File: src/rtl/core_ma_lsu_generate_req.sv
// ---------------------------------------------------------------------------
// core_ma_lsu_generate_req
//
// Request side of the memory-access LSU. One load/store from the MA stage is
// latched and issued on Avalon master port m0 as one or two word-aligned
// beats. An access that crosses a 32-bit word boundary is split into two
// consecutive beats. Each beat carries its own byte enables and lane-shifted
// write data. The downstream read-data generator merges the returned words
// with the same mem_addr[1:0] / mem_op_data_len, so the split rule here must
// stay identical to the one it uses.
//
// Parameters:
//   ADDR_WIDTH  byte-address width of mem_addr / avl_m0_address (32)
//   DATA_WIDTH  bus data width; only 32 is supported
//
// Ports:
//   clk                  single clock
//   rest                 synchronous reset, active-high
//   mem_req_valid        request present
//   mem_req_ready        block can accept a request (high only in IDLE)
//   mem_read             load request
//   mem_write            store request (wins when both are set)
//   mem_addr             byte address
//   mem_op_data_len      bytes to transfer: 1, 2 or 4 (others act as 4)
//   mem_write_data       store data, right-aligned
//   mem_req_done         one-cycle pulse when the last beat is accepted
//   mem_req_split        latched: the current request uses two beats
//   avl_m0_address       word-aligned beat address
//   avl_m0_byte_enable   byte lanes of the beat
//   avl_m0_read          read strobe
//   avl_m0_write         write strobe
//   avl_m0_write_data    lane-aligned write data
//   avl_m0_wait_request  slave stall
//   mem_misalign_err     only with CORE_LSU_MISALIGN_EXCEPTION_EN
//
// Optional feature, macro CORE_LSU_MISALIGN_EXCEPTION_EN:
//   When defined, a request that would need two beats is accepted but issues
//   no bus beat; mem_misalign_err pulses for one cycle the cycle after accept
//   and the FSM stays in IDLE. When undefined the port does not exist and
//   split accesses run as two beats.
// ---------------------------------------------------------------------------
module core_ma_lsu_generate_req #(
  parameter int ADDR_WIDTH = 32,
  parameter int DATA_WIDTH = 32
) (
  input  logic                  clk,
  input  logic                  rest,
  input  logic                  mem_req_valid,
  output logic                  mem_req_ready,
  input  logic                  mem_read,
  input  logic                  mem_write,
  input  logic [ADDR_WIDTH-1:0] mem_addr,
  input  logic [2:0]            mem_op_data_len,
  input  logic [DATA_WIDTH-1:0] mem_write_data,
  output logic                  mem_req_done,
  output logic                  mem_req_split,
  output logic [ADDR_WIDTH-1:0] avl_m0_address,
  output logic [3:0]            avl_m0_byte_enable,
  output logic                  avl_m0_read,
  output logic                  avl_m0_write,
  output logic [DATA_WIDTH-1:0] avl_m0_write_data,
  input  logic                  avl_m0_wait_request
`ifdef CORE_LSU_MISALIGN_EXCEPTION_EN
  ,
  output logic                  mem_misalign_err
`endif
);

  typedef enum logic [1:0] {
    IDLE  = 2'd0,
    BEAT0 = 2'd1,
    BEAT1 = 2'd2
  } state_t;

  state_t r_state;
  state_t w_stateNext;

  // Registered bus outputs and status
  logic [ADDR_WIDTH-1:0] r_address;
  logic [3:0]            r_byteEnable;
  logic [DATA_WIDTH-1:0] r_writeData;
  logic                  r_read;
  logic                  r_write;
  logic                  r_done;
  logic                  r_split;

  // Second beat, prepared at accept time so BEAT0 -> BEAT1 is a plain copy
  logic [ADDR_WIDTH-1:0] r_beat1Address;
  logic [3:0]            r_beat1ByteEnable;
  logic [DATA_WIDTH-1:0] r_beat1WriteData;

  // Next-state values from the FSM's combinational half
  logic [ADDR_WIDTH-1:0] w_addressNext;
  logic [3:0]            w_byteEnableNext;
  logic [DATA_WIDTH-1:0] w_writeDataNext;
  logic                  w_readNext;
  logic                  w_writeNext;
  logic                  w_doneNext;
  logic                  w_splitNext;
  logic [ADDR_WIDTH-1:0] w_beat1AddressNext;
  logic [3:0]            w_beat1ByteEnableNext;
  logic [DATA_WIDTH-1:0] w_beat1WriteDataNext;

  // Request decode
  logic                    w_accept;
  logic                    w_anyOp;
  logic [1:0]              w_off;
  logic [2:0]              w_lenBytes;
  logic [3:0]              w_lenMask;
  logic [7:0]              w_be8;
  logic [2*DATA_WIDTH-1:0] w_wd64;
  logic                    w_split;
  logic                    w_trap;
  logic [ADDR_WIDTH-1:0]   w_word0Addr;
  logic [ADDR_WIDTH-1:0]   w_word1Addr;

  assign mem_req_ready      = (r_state == IDLE);
  assign mem_req_done       = r_done;
  assign mem_req_split      = r_split;
  assign avl_m0_address     = r_address;
  assign avl_m0_byte_enable = r_byteEnable;
  assign avl_m0_read        = r_read;
  assign avl_m0_write       = r_write;
  assign avl_m0_write_data  = r_writeData;

  assign w_accept = mem_req_valid && mem_req_ready;
  // valid with neither read nor write is accepted but silently dropped
  assign w_anyOp  = mem_read || mem_write;
  assign w_off    = mem_addr[1:0];

  // Illegal lengths (0, 3, 5-7) fall into the default and act as a word
  always_comb begin
    w_lenBytes = 3'd4;
    w_lenMask  = 4'b1111;
    case (mem_op_data_len)
      3'd1: begin
        w_lenBytes = 3'd1;
        w_lenMask  = 4'b0001;
      end
      3'd2: begin
        w_lenBytes = 3'd2;
        w_lenMask  = 4'b0011;
      end
      default: begin
        w_lenBytes = 3'd4;
        w_lenMask  = 4'b1111;
      end
    endcase
  end

  // Lanes and data across a two-word window; the low word is beat0, the high
  // word is beat1. The sum off+len is at most 7, so 3 bits cannot overflow.
  assign w_be8       = {4'b0000, w_lenMask} << w_off;
  assign w_wd64      = {{DATA_WIDTH{1'b0}}, mem_write_data} << {w_off, 3'b000};
  assign w_split     = (({1'b0, w_off} + w_lenBytes) > 3'd4);
  assign w_word0Addr = {mem_addr[ADDR_WIDTH-1:2], 2'b00};
  assign w_word1Addr = w_word0Addr + {{(ADDR_WIDTH-3){1'b0}}, 3'b100};

`ifdef CORE_LSU_MISALIGN_EXCEPTION_EN
  assign w_trap = w_split;
`else
  assign w_trap = 1'b0;
`endif

  // State register and all registered outputs. Reset clears every output so
  // an aborted transaction leaves no strobe behind and never reports done.
  always_ff @(posedge clk) begin
    if (rest) begin
      r_state           <= IDLE;
      r_address         <= '0;
      r_byteEnable      <= '0;
      r_writeData       <= '0;
      r_read            <= 1'b0;
      r_write           <= 1'b0;
      r_done            <= 1'b0;
      r_split           <= 1'b0;
      r_beat1Address    <= '0;
      r_beat1ByteEnable <= '0;
      r_beat1WriteData  <= '0;
    end else begin
      r_state           <= w_stateNext;
      r_address         <= w_addressNext;
      r_byteEnable      <= w_byteEnableNext;
      r_writeData       <= w_writeDataNext;
      r_read            <= w_readNext;
      r_write           <= w_writeNext;
      r_done            <= w_doneNext;
      r_split           <= w_splitNext;
      r_beat1Address    <= w_beat1AddressNext;
      r_beat1ByteEnable <= w_beat1ByteEnableNext;
      r_beat1WriteData  <= w_beat1WriteDataNext;
    end
  end

  // Next-state and next-output logic. Everything holds by default, which is
  // what keeps the bus outputs frozen while the slave asserts wait_request.
  always_comb begin
    w_stateNext           = r_state;
    w_addressNext         = r_address;
    w_byteEnableNext      = r_byteEnable;
    w_writeDataNext       = r_writeData;
    w_readNext            = r_read;
    w_writeNext           = r_write;
    w_doneNext            = 1'b0;
    w_splitNext           = r_split;
    w_beat1AddressNext    = r_beat1Address;
    w_beat1ByteEnableNext = r_beat1ByteEnable;
    w_beat1WriteDataNext  = r_beat1WriteData;

    unique case (r_state)
      IDLE: begin
        if (w_accept && w_anyOp) begin
          w_splitNext = w_split;
          // A trapped misaligned request is consumed here without a beat
          if (!w_trap) begin
            w_stateNext           = BEAT0;
            w_addressNext         = w_word0Addr;
            w_byteEnableNext      = w_be8[3:0];
            w_writeDataNext       = w_wd64[DATA_WIDTH-1:0];
            w_writeNext           = mem_write;
            w_readNext            = mem_read && !mem_write;
            w_beat1AddressNext    = w_word1Addr;
            w_beat1ByteEnableNext = w_be8[7:4];
            w_beat1WriteDataNext  = w_wd64[2*DATA_WIDTH-1:DATA_WIDTH];
          end
        end
      end

      BEAT0: begin
        if (!avl_m0_wait_request) begin
          if (r_split) begin
            // Second beat follows back-to-back, strobe stays asserted
            w_stateNext      = BEAT1;
            w_addressNext    = r_beat1Address;
            w_byteEnableNext = r_beat1ByteEnable;
            w_writeDataNext  = r_beat1WriteData;
          end else begin
            w_stateNext = IDLE;
            w_readNext  = 1'b0;
            w_writeNext = 1'b0;
            w_doneNext  = 1'b1;
          end
        end
      end

      BEAT1: begin
        if (!avl_m0_wait_request) begin
          w_stateNext = IDLE;
          w_readNext  = 1'b0;
          w_writeNext = 1'b0;
          w_doneNext  = 1'b1;
        end
      end

      default: begin
        w_stateNext = IDLE;
        w_readNext  = 1'b0;
        w_writeNext = 1'b0;
      end
    endcase
  end

`ifdef CORE_LSU_MISALIGN_EXCEPTION_EN
  logic r_misalignErr;

  // One-cycle error pulse the cycle after a split request is accepted
  always_ff @(posedge clk) begin
    if (rest) begin
      r_misalignErr <= 1'b0;
    end else begin
      r_misalignErr <= w_accept && w_anyOp && w_split;
    end
  end

  assign mem_misalign_err = r_misalignErr;
`endif

endmodule
File: config.mk
export PLATFORM = sky130hd
export DESIGN_NAME = core_ma_lsu_generate_req
export DESIGN_NICKNAME = d
export VERILOG_FILES = /design/src/rtl/core_ma_lsu_generate_req.sv
export SDC_FILE = /design/constraint.sdc
export NUM_CORES = 1
export LEC_CHECK = 0
export CAP_MARGIN = 25
export CORE_ASPECT_RATIO = 0.8
export CORE_MARGIN = 2
export CORE_UTILIZATION = 54
export CTS_CLUSTER_SIZE = 10
export DETAILED_ROUTE_END_ITERATION = 10
export GPL_TIMING_DRIVEN = 0
export PLACE_DENSITY = 0.84
export SYNTH_ARGS = -nofsm -noshare
export SYNTH_HDL_FRONTEND = slang
export SYNTH_SLANG_ARGS = --single-unit
export TNS_END_PERCENT = 10
File: constraint.sdc
create_clock -name clk -period 5.5 [get_ports clk]
set_input_delay 1.1 -clock clk [delete_from_list [all_inputs] [get_ports clk]]
set_output_delay 1.1 -clock clk [all_outputs]
set_load 0.01 [all_outputs]
==> flow_metrics.tcl <==
set metrics [dict create \
    layout_commonest_cell "clkdlybuf4s50_1" \
    setup_tns_ps 0 \
    grt_pass1_vias 6187 \
    crit_fanout 10 \
    die_w_um 125 \
    wirelength_mm 20.9 \
    routed-wl-met3_mm 1.71 \
    cts_sinks 129 \
    num_antenna_cells 0 \
    rsz0062_at_grt "no" \
    grt_pass1_wl_mm 33.4 \
    finalCritPeriodShare_pct 58.5 \
    path_class "in2reg" \
    coreArea_um2 11400 \
    synth_area_per_cell_um2 8.65 \
    crit_required_ps 5820 \
    overflow 0 \
    max_freq_mhz 311 \
    drtIter0Drc 554 \
    wl_met1_mm 9.50 \
    dieArea_um2 12500 \
    num_vias 6347 \
    yosysWarnings 0 \
    layout-drive-gt1-share_pct 8.32 \
    synth_flop_cell "dfxtp_1" \
    finalNonFillerCells 1049 \
    fin_worst_skew_ps 8.70 \
    leakage_nw 2.99 \
    final_cell_mix "141 x clkdlybuf4s50_1, 129 x dfxtp_1, 120 x nor2_1" \
    viasPerCell 6.05 \
    timing.hold.ws_ps 456 \
    cellPowerDensity_nw_per_um2 540 \
    synth_area_um2 6280 \
    clockRootBuffer "clkbuf_16" \
    rows 35 \
    fin_crit_ps 3220 \
    rrSetupSlack_ps 2660 \
    synth_cell_type_count 52 \
    dp_cells 1017 \
    avgRoutedWirePerCell_um 19.9 \
    area_delta_synth_final_pct 36.4 \
    cts_max_level 4 \
    slew_headroom_pct 45.9 \
    met2_length_mm 9.31 \
    grt_use_total_pct 33.9 \
    final_nets 969 \
    clk_latency_ps 420 \
    synth_edf_count 0 \
    postRouteAntennaNets 0 \
    postCtsSetupRepairBufs 0 \
    grt_max_degree 17 \
    ir_drop_mv 0.351 \
    io_pins 146 \
    clk_pin_slew_ps 60 \
    setup.worst_path.end_class "flip-flop" \
    drc 0 \
    antenna_found_initial 0 \
    drtPass1Iterations 5 \
    cap_violations 0 \
    portBuffers 141 \
    start_util_pct 54.9 \
    yosysSeqAreaShare_pct 41.1 \
    hold_path.class "reg2reg" \
    cp-start-kind "input port" \
    worst_pin_slew_ps 811 \
    hold_buffers 0 \
    final-setup-viol-count 0 \
    netlist_instances 726 \
    hold_violations 0 \
    status "completed" \
    cts_tree "built" \
    clk_path_buf_depth 2 \
    die_h_um 100 \
    globalplace.congestion 1.01 \
    cts_resized 0 \
    report.final.slew_viol_count 0 \
    dp_hpwl_mm 15.6 \
    numCtsBuffers 17 \
    synthArstFlopShare_pct 0 \
    highest_layer "met4" \
    synth-seq-cells 129 \
    worstPathArrival_ps 3540 \
]
## metrics by stage
step	power (mW)	area, um2	worst slack, ps	utilization [%]
3_3_place_gp	3.22	7880	1510	68.9
5_1_grt	4.86	8560	2060	74.9
3_5_place_dp	3.29	7880	1910	69.0
4_1_cts	4.59	8560	2320	74.9
2_1_floorplan	2.49	6280	2890	-
6_report	4.63	8560	2280	74.9
## cells in the mapped netlist (2+ instances only)
library cell / count / share of area (%)
and3_1: 4 / 0.40
a21oi_1: 27 / 2.2
a211oi_1: 57 / 6.8
ha_1: 6 / 1.2
o31ai_1: 8 / 0.96
nor2b_1: 9 / 0.90
nand2b_1: 3 / 0.30
or3_1: 5 / 0.50
xor2_1: 9 / 1.3
nand3_1: 25 / 2.0
nor3_1: 32 / 2.6
buf_4: 2 / 0.24
xnor2_1: 16 / 2.2
nor2_1: 120 / 7.2
mux2_2: 24 / 4.3
nor3b_1: 2 / 0.24
nand2_1: 46 / 2.8
o21ai_0: 5 / 0.40
nand3b_1: 8 / 0.96
inv_1: 9 / 0.54
nand4_1: 6 / 0.60
buf_2: 4 / 0.32
dfxtp_1: 129 / 41
a221oi_1: 36 / 5.0
nor4_1: 9 / 0.90
and4_1: 3 / 0.42
a311oi_1: 3 / 0.42
buf_6: 2 / 0.36
clkbuf_1: 55 / 3.3
mux2i_1: 31 / 4.9
o41a_1: 8 / 1.4
and2_1: 3 / 0.30
## logic make-up (layout without fill, tap and decap cells)
| kind of cell | count (synthesis) | in the layout | share of synthesized area (%) |
|---|---|---|---|
| simple gates | 284 | 284 | 21.4 |
| compound gates | 147 | 147 | 17.6 |
| flops | 129 | 129 | 41.1 |
| buf+inv | 78 | 252 | 5.62 |
| mux | 55 | 55 | 9.25 |
| xor+xnor | 25 | 25 | 3.49 |
| fa+ha+maj | 7 | 7 | 1.51 |
| other cells | 1 | 2 | 0.0597 |
## report_power, final
part | leakage (nW) | total, mW | switching (mW) | internal [mW]
registers | 1.06 | 1.33 | 0.139 | 1.19
logic | 1.61 | 2.00 | 1.16 | 0.837
clock network | 0.324 | 1.29 | 0.429 | 0.864
total | 2.99 | 4.63 | 1.73 | 2.89
## final timing paths
| kind | from | end | cells after the start |
|---|---|---|---|
| setup / recovery | mem_write | avl_m0_write_data[6] | 7 |
| hold / removal | r_beat1WriteData[8] | r_beat1WriteData[8] | 2 |
| setup reg to reg | r_state[0] | avl_m0_write_data[6] | 9 |
| hold reg to reg | r_beat1WriteData[8] | r_beat1WriteData[8] | 2 |
## registers in the layout, indices dropped and copies added, names as in the netlist, 2 cells and up
name / count
avl_m0_address: 30
avl_m0_byte_enable: 4
avl_m0_write_data: 32
r_beat1Address: 30
r_beat1ByteEnable: 3
r_beat1WriteData: 24
r_state: 2
## critical path, stage by stage
cell	delay, ps
clkdlybuf4s50_1	500
o21ai_1	170
a221oi_1	710
buf_2	290
clkbuf_1	480
nor2_1	80
nor3_1	210
## metal layers
metal  up-vias  track usage (%)
li1       2951                -
met1      3023             47.4
met2       324             52.0
met3        49             8.21
met4         0             10.5
met5         -                0
## layout make-up
cell class / count / area (um2)
plain buffers: 68 / 315
flip-flops and latches: 129 / 2580
clock buffers: 19 / 443
clock inverters: 12 / 231
fillers: 836 / 2870
repair buffers: 143 / 1420
multi-input cells: 520 / 3350
well taps: 148 / 185
inverters: 10 / 37.5
Power figures use the tool's default switching activity.
